<file path="src/rtl/slot_fifo_pkg.sv">
// slot_fifo_pkg: shared defaults and pointer helper for slot_fifo.
package slot_fifo_pkg;

  localparam int SLOT_FIFO_DEPTH_DEFAULT      = 4;
  localparam int SLOT_FIFO_LOG_DEPTH_DEFAULT  = 2;
  localparam int SLOT_FIFO_DATA_WIDTH_DEFAULT = 64;

  // Increment a slot pointer and wrap it modulo a power-of-two depth.
  function automatic logic [31:0] slot_fifo_next_ptr(
    input logic [31:0] ptr,
    input int unsigned num_slots = SLOT_FIFO_DEPTH_DEFAULT
  );
    return (ptr + 32'd1) & (num_slots - 32'd1);
  endfunction

endpackage

</file>
<file path="src/rtl/slot_fifo_mem.sv">
// slot_fifo_mem: register array, one synchronous write port, one async read
// port, asynchronous active-low clear of every entry.
module slot_fifo_mem
  import slot_fifo_pkg::*;
#(
  parameter int NUM_SLOTS     = SLOT_FIFO_DEPTH_DEFAULT,
  parameter int LOG_NUM_SLOTS = SLOT_FIFO_LOG_DEPTH_DEFAULT,
  parameter int DATA_WIDTH    = SLOT_FIFO_DATA_WIDTH_DEFAULT
) (
  input  logic                     clk,
  input  logic                     rst,
  input  logic                     we,
  input  logic [LOG_NUM_SLOTS-1:0] waddr,
  input  logic [DATA_WIDTH-1:0]    wdata,
  input  logic [LOG_NUM_SLOTS-1:0] raddr,
  output logic [DATA_WIDTH-1:0]    rdata
);

  logic [NUM_SLOTS-1:0][DATA_WIDTH-1:0] mem_q, mem_d;

  // Next-state of the array: only the addressed slot changes on a write.
  always_comb begin
    mem_d = mem_q;
    if (we) mem_d[waddr] = wdata;
  end

  // Storage flops, cleared to zero on reset.
  always_ff @(posedge clk or negedge rst) begin
    if (!rst) mem_q <= '0;
    else      mem_q <= mem_d;
  end

  assign rdata = mem_q[raddr];

endmodule

</file>
<file path="src/rtl/slot_fifo.sv">
// slot_fifo: first-word-fall-through FIFO used as a pipeline-stage input
// buffer. almost_full leaves one slot of slack for upstream.
// Define FIFO_DEBUG_EN to get a cycle counter and a $display trace of
// accepted/dropped operations; behaviour is otherwise identical.
module slot_fifo
  import slot_fifo_pkg::*;
#(
  parameter int NUM_SLOTS     = SLOT_FIFO_DEPTH_DEFAULT,
  parameter int LOG_NUM_SLOTS = SLOT_FIFO_LOG_DEPTH_DEFAULT,
  parameter int DATA_WIDTH    = SLOT_FIFO_DATA_WIDTH_DEFAULT
) (
  input  logic                  clk,
  input  logic                  rst,
  input  logic [DATA_WIDTH-1:0] data_write,
  input  logic                  write,
  output logic                  full,
  output logic                  almost_full,
  output logic [DATA_WIDTH-1:0] data_read,
  input  logic                  next_read,
  output logic                  empty
);

  localparam logic [LOG_NUM_SLOTS:0] CNT_ONE  = (LOG_NUM_SLOTS+1)'(1);
  localparam logic [LOG_NUM_SLOTS:0] CNT_FULL = (LOG_NUM_SLOTS+1)'(NUM_SLOTS);
  localparam logic [LOG_NUM_SLOTS:0] CNT_AF   = (LOG_NUM_SLOTS+1)'(NUM_SLOTS-1);

  logic [LOG_NUM_SLOTS-1:0] wr_ptr_q, wr_ptr_d;
  logic [LOG_NUM_SLOTS-1:0] rd_ptr_q, rd_ptr_d;
  logic [LOG_NUM_SLOTS:0]   count_q, count_d;
  logic                     push, pop;

  assign empty       = (count_q == '0);
  assign full        = (count_q == CNT_FULL);
  assign almost_full = (count_q >= CNT_AF);

  // Writes while full are dropped, reads while empty are ignored.
  assign push = write & ~full;
  assign pop  = next_read & ~empty;

  // Pointer and occupancy next-state.
  always_comb begin
    wr_ptr_d = wr_ptr_q;
    rd_ptr_d = rd_ptr_q;
    count_d  = count_q;
    if (push) wr_ptr_d = LOG_NUM_SLOTS'(slot_fifo_next_ptr(32'(wr_ptr_q), NUM_SLOTS));
    if (pop)  rd_ptr_d = LOG_NUM_SLOTS'(slot_fifo_next_ptr(32'(rd_ptr_q), NUM_SLOTS));
    case ({push, pop})
      2'b10:   count_d = count_q + CNT_ONE;
      2'b01:   count_d = count_q - CNT_ONE;
      default: count_d = count_q;
    endcase
  end

  // Pointer and count flops.
  always_ff @(posedge clk or negedge rst) begin
    if (!rst) begin
      wr_ptr_q <= '0;
      rd_ptr_q <= '0;
      count_q  <= '0;
    end else begin
      wr_ptr_q <= wr_ptr_d;
      rd_ptr_q <= rd_ptr_d;
      count_q  <= count_d;
    end
  end

  slot_fifo_mem #(
    .NUM_SLOTS     (NUM_SLOTS),
    .LOG_NUM_SLOTS (LOG_NUM_SLOTS),
    .DATA_WIDTH    (DATA_WIDTH)
  ) u_mem (
    .clk   (clk),
    .rst   (rst),
    .we    (push),
    .waddr (wr_ptr_q),
    .wdata (data_write),
    .raddr (rd_ptr_q),
    .rdata (data_read)
  );

`ifdef FIFO_DEBUG_EN
  logic [15:0] cyc_q, cyc_d;

  // Free-running cycle counter for trace timestamps.
  always_comb cyc_d = cyc_q + 16'd1;

  // Counter flop, cleared by reset.
  always_ff @(posedge clk or negedge rst) begin
    if (!rst) cyc_q <= '0;
    else      cyc_q <= cyc_d;
  end

  // Trace of every accepted, dropped or ignored operation.
  always @(posedge clk) begin
    if (rst) begin
      if (push) $display("slot_fifo cyc %0d: push data=%0h count=%0d", cyc_q, data_write, count_d);
      if (pop)  $display("slot_fifo cyc %0d: pop  data=%0h count=%0d", cyc_q, data_read, count_d);
      if (write && full)      $display("slot_fifo cyc %0d: warning write dropped (full)", cyc_q);
      if (next_read && empty) $display("slot_fifo cyc %0d: warning read ignored (empty)", cyc_q);
    end
  end
`else
  // Debug trace disabled: no counter, no output.
`endif

endmodule

</file>
<file path="config.mk">
export PLATFORM = sky130hd
export DESIGN_NAME = slot_fifo
export DESIGN_NICKNAME = d
export VERILOG_FILES = /design/src/rtl/slot_fifo_pkg.sv /design/src/rtl/slot_fifo_mem.sv /design/src/rtl/slot_fifo.sv
export SDC_FILE = /design/constraint.sdc
export NUM_CORES = 1
export LEC_CHECK = 0
export ABC_CLOCK_PERIOD_IN_PS = 2400
export CORE_MARGIN = 10
export CORE_UTILIZATION = 47
export CTS_CLUSTER_DIAMETER = 40
export CTS_CLUSTER_SIZE = 12
export DETAILED_ROUTE_END_ITERATION = 10
export HOLD_SLACK_MARGIN = 0.08
export PLACE_DENSITY = 0.73
export SYNTH_ARGS = -nofsm -noshare
export SYNTH_HDL_FRONTEND = slang
export SYNTH_SLANG_ARGS = --single-unit
</file>
<file path="constraint.sdc">
create_clock -name clk -period 2.4 [get_ports clk]
set_input_delay 0.36 -clock clk [delete_from_list [all_inputs] [get_ports clk]]
set_output_delay 0.36 -clock clk [all_outputs]
set_load 0.02 [all_outputs]
</file>
==> flow_summary.yaml <==
layout:
  final_nets: 894
  regArea_um2: 6590
  final_area_um2: 14600
  layout.cells.non_filler: 1171
  multi_input_area_um2: 4590
  final_util: 0.603
  areaGrowthSynthToFinish_pct: 26.5
  antennaDiodeCount: 0
  final_layout_size_suffix_gt1_frac: 0.573
  n_fill_cell: 1797
critical_path:
  crit_arrival_ns: 1.99
  startpoint_type: "register"
  reg2reg_from: "count_q[0]"
  required_ns: 2.04
  startpoint: "rd_ptr_q[0]"
  criticalPathCategory: "register to output pin"
  worstSetupEndpointType: "output pin"
  cp_max_fo: 13
route:
  vias_per_cell: 5.50
  num_vias: 6440
  postRouteAntennaNets: 0
  drt_iter0_markers: 248
  wl_per_cell_um: 22.4
  remaining_drc_errors: 0
  wl_mm: 26.2
  first_pass_iters: 4
min_path:
  min-delay-path-class: "input pin to async pin"
global_routing:
  antenna_found_initial: 0
  grt_pass1_vias: 7592
  grtUsageTotal: 0.167
  grt_max_degree: 76
  grt-ovfl-total: 0
  grt_pass1_wl_mm: 41.8
timing:
  finalHoldViolations: 0
  fin_skew_ns: 0.0137
  relSlewSlack: 0.583
  fin_crit_ns: 2.35
  max_freq_ghz: 0.426
  final_max_slew_viol_count: 0
  fin_crit_sh: 0.979
  report.final.setup_viol: 0
  worst-slew-pin-transition_ns: 0.626
yosys:
  synth_top_family_by_area: "multiplexers"
  muxShareOfSynthArea: 0.376
  yosys.area_share.adder: 0.00715
  synthSimpleGateAreaFrac: 0.00617
  synth_warnings: 0
  synth_fp_nets: 730
  synth_seq_cells: 263
  synth_area_per_cell_um2: 17.6
  synth_xor_area_frac: 0.00455
  netlist_instances: 656
  ys_types: 23
  netlist_area_um2: 11600
  synth_compound_area_frac: 0.00141
  ys_seq_area_frac: 0.570
die:
  start_util: 0.476
  dieArea_um2: 31300
  die_h_um: 177
  die_w_um: 177
  design.core.area_um2: 24200
  num_rows: 57
  num_io_pins: 135
clocking:
  cts_htree_levels: 2
  clock-sinks: 263
  clk_path_buf_depth: 3
  cts.clk_slew.worst_paths_ns: 0.05
  cts_tree: "done"
  clk_latency_ns: 0.51
  cts-buffers-inserted: 39
  cts_root_buf: "clkbuf_16"
placement:
  routabilityCongestion: 0.760
  place_area_um2: 13300
  dpl.hpwl_mm: 16.9
  numPortBuffers: 134
  dpl.cell_count: 1096
pwr:
  p_leak_nw: 6.11
  vdd_drop_max_mv: 0.713
  power_mw: 24.4
  p_per_area_nw_per_um2: 1670
outcome:
  status: "finished, final reports clean"
flow_run:
  maxCapViolCount: 0
cell usage after synthesis:
cell type | instances | area share
clkbuf_1 | 6 | 0.0019
nor2_2 | 4 | 0.0022
xnor2_1 | 3 | 0.0023
buf_2 | 5 | 0.0022
dfrtp_1 | 263 | 0.57
mux2_2 | 257 | 0.25
clkbuf_8 | 20 | 0.024
nor2_1 | 1 | 0.00032
mux2i_1 | 1 | 0.00087
nand2_1 | 5 | 0.0016
buf_1 | 3 | 0.00097
nor3_1 | 1 | 0.00043
a21o_1 | 1 | 0.00065
mux4_2 | 64 | 0.12
buf_6 | 4 | 0.0039
fa_1 | 1 | 0.0017
inv_1 | 5 | 0.0016
nand2b_1 | 1 | 0.00054
xor2_1 | 3 | 0.0023
nor3b_2 | 1 | 0.0011
clkbuf_2 | 1 | 0.00043
ha_1 | 5 | 0.0054
o31a_1 | 1 | 0.00076
cell usage in the layout (no fill, tap or decap), types with 6 or more instances in the layout:
cell type	netlist	layout
mux2_2	257	257
dfrtp_1	263	261
clkdlybuf4s15_2	0	7
buf_12	0	17
clkbuf_2	1	6
mux4_2	64	64
clkbuf_16	0	42
buf_2	5	49
bufinv_16	0	9
clkdlybuf4s50_1	0	68
cell type report:
cell class | instances | share of cell area
well taps | 324 | 0.0277
clock buffers | 44 | 0.0723
inverters | 5 | 0.00128
repair buffers | 162 | 0.107
multi-input cells | 349 | 0.314
clock inverters | 24 | 0.0267
flip-flops and latches | 263 | 0.451
per-stage QoR:
| step | setup slack (ns) | TNS (ns) | hold WS (ns) |
|---|---|---|---|
| final | 0.0513 | 0 | 0.429 |
| after global routing | -0.00298 | -0.00559 | 0.474 |
| after CTS | -0.0713 | -0.0996 | 0.438 |
| after detailed placement | 0.159 | 0 | 0.383 |
| after global placement | 0.169 | 0 | 0.365 |
| after floorplan | 0.0498 | 0 | 0.0644 |
kinds of logic after synthesis:
group	count (synthesis)
adder cells (fa/ha/maj)	6
AO/OA/AOI/OAI	2
XOR/XNOR	6
AND/OR/NAND/NOR	13
flip-flops	263
buffers and inverters	44
multiplexers	322
metal layers:
metal,track usage,wire length (um),share of wire,vias to the layer above
li1,-,-,-,2786
met1,0.193,10400,0.40,3498
met2,0.304,14200,0.54,118
met3,0.0367,1130,0.043,38
met4,0.0487,508,0.019,0
met5,0,0,0,-
power breakdown:
part           internal [mW]  switching [mW]  total, mW
Clock                   4.17            2.05       6.22
Combinational           5.52            4.72       10.2
Sequential              6.76            1.23       7.98
registers in the layout, indices dropped and copies added, names as in the netlist:
signal	count
count_q	3
wr_ptr_q	2
u_mem.mem_q	256
rd_ptr_q	2
worst paths after layout:
check	slack [ns]	depth (start not counted)	to
worst min-delay path	0.43	2	u_mem.mem_q[140]
worst max register to register	0.34	8	count_q[2]
worst min register to register	0.50	1	u_mem.mem_q[144]
min in group clk	0.50	1	u_mem.mem_q[144]
max in group asynchronous	1.17	3	u_mem.mem_q[89]
worst max-delay path	0.05	4	data_read[32]
worst max-delay path, stage by stage (launching register included):
cell and delay (ns):
dfrtp_4 0.47, buf_12 0.12, buf_16 0.16, mux4_2 0.55, buf_2 0.18
what timing repair did:
action | in CTS | in global routing
hold endpoints to repair | 70 | 0
buffers inserted | 2 | 2
gates resized for setup | 232 | 13
cloned | 1 | 1
hold buffers | 1 | 0
setup endpoints to repair | 65 | 30
(Power assumes the default switching activity.)
==> patch, RTL diff (config.mk and constraints unchanged) <==
`SLOT_FIFO_DEPTH_DEFAULT`: 4 -> 8.
--- a/src/rtl/slot_fifo_pkg.sv
+++ b/src/rtl/slot_fifo_pkg.sv
@@ -1,7 +1,7 @@
 // slot_fifo_pkg: shared defaults and pointer helper for slot_fifo.
 package slot_fifo_pkg;
 
-  localparam int SLOT_FIFO_DEPTH_DEFAULT      = 4;
+  localparam int SLOT_FIFO_DEPTH_DEFAULT      = 8;
   localparam int SLOT_FIFO_LOG_DEPTH_DEFAULT  = 2;
   localparam int SLOT_FIFO_DATA_WIDTH_DEFAULT = 64;
 
Function: changed (Yosys sat finds a counterexample within 4 cycles, from zero or initial values and one cycle with rst low).
==> patch against the original RTL <==
- the run now ends with negative setup slack left
- total power is 8.5% higher
- sequential cell count unchanged
- wire length rose by 11%
- critical path depth increased by 1
- first-iteration DRC count grew 24%
- sequential power is 2.9% higher
- setup slack worse by 86 ps
- cell area increased by 7.6%
- clock power fell by 8.0%
- synthesized area up 9.8%
- critical path type unchanged
- critical endpoint is now data_read[22]
==> patch: results <==
[outcome]
status = "complete, but fails checks"
violations = "negative setup slack"

[timing]
layout_setup_ws_ps = -35.1
hold_slack_ps = 408
setup_viol = 11
fin_setup_tns_ps = -187
finClkSkew_ps = 28.0

[placement]
post-place-ws_ps = 154
dpl_cell_area_um2 = 14300
dp.cells = 1122
place_congestion = 0.794

[clock_network]
cts_resized = 268
cts_buffers = 41

[drt]
wirelength_met1_um = 12200
met2WireLength_um = 15000
route.vias.total = 6545
top_layer = "met5"
drtIter0Drc = 307
wl_per_cell_um = 24.1
met3_length_um = 1300

[setup_path]
arrival_ps = 2080
critPathTopFamily = "buffers and inverters"
worstPathMaxFanout = 7
r2r_slack_ps = 300

[global_routing]
grt_max_degree = 70
groute.layer.met2.usage = 0.301
grt_pass1_vias = 7857
grt_use_met3 = 0.0362

[yosys]
synthTopCellsByArea = "dfrtp_1 52%, mux2_4 28%, mux4_2 11%, buf_12 3.9%, mux2_2 1.4%"
syn_nets = 729
synth_commonest_cells = "263 x dfrtp_1, 240 x mux2_4, 64 x mux4_2"
yosysSeqAreaShare = 0.519

[finish]
layout-drive-gt1-share = 0.581
nets = 909
layout.cells.non_filler = 1208

[power_and_ir_drop]
power.leakage_nw = 7.58
vdd_drop_max_uv = 998
[patch: cell count changes after synthesis, moves of 3 or more]
cell      delta
clkbuf_8    -20
clkbuf_1     -3
buf_12      +25
buf_4        +5
nor2_2       -4
mux2_4     +240
buf_6        -4
mux2_2     -241
nand2_8      +4
nand2_1      -4
[patch: power by group]
part / total, mW / switching [mW] / internal [mW]
Sequential: 8.21 / 1.45 / 6.76
Clock: 5.72 / 2.13 / 3.59
Combinational: 12.6 / 5.13 / 7.46
Total: 26.5 / 8.70 / 17.8
[patch: kinds of logic (layout without fill, tap and decap cells)]
group,count (synthesis),in the layout,share of synthesized area
mux,321,321,0.413
flops,263,263,0.519
buf+inv,47,258,0.0479
simple gates,10,10,0.00897
fa+ha+maj,6,6,0.00651
xor+xnor,6,6,0.00414
compound gates,2,2,0.00108
other cells,0,1,0
[patch: cell type report]
| class | instances | area (um^2) |
|---|---|---|
| fill | 1987 | 11000 |
| multi-input combinational | 345 | 5500 |
| clock inverter | 24 | 244 |
| antenna | 1 | 2.50 |
| sequential | 263 | 6590 |
| clock buffer | 50 | 1090 |
| tap | 341 | 427 |
| timing repair buffer | 177 | 1860 |
| inverter | 7 | 26.3 |
[patch: worst max path at each step]
stage	start	end	slack (ps)
finish	rd_ptr_q[0]$_DFFE_PN0P_	data_read[22]	-40
detailed placement	rd_ptr_q[0]$_DFFE_PN0P_	data_read[34]	150
floorplan	count_q[0]$_DFFE_PN0P_	count_q[2]$_DFFE_PN0P_	440
global route	rd_ptr_q[0]$_DFFE_PN0P_	data_read[22]	-70
CTS	rd_ptr_q[0]$_DFFE_PN0P_	data_read[6]	-60
global placement	rd_ptr_q[0]$_DFFE_PN0P_	data_read[30]	160
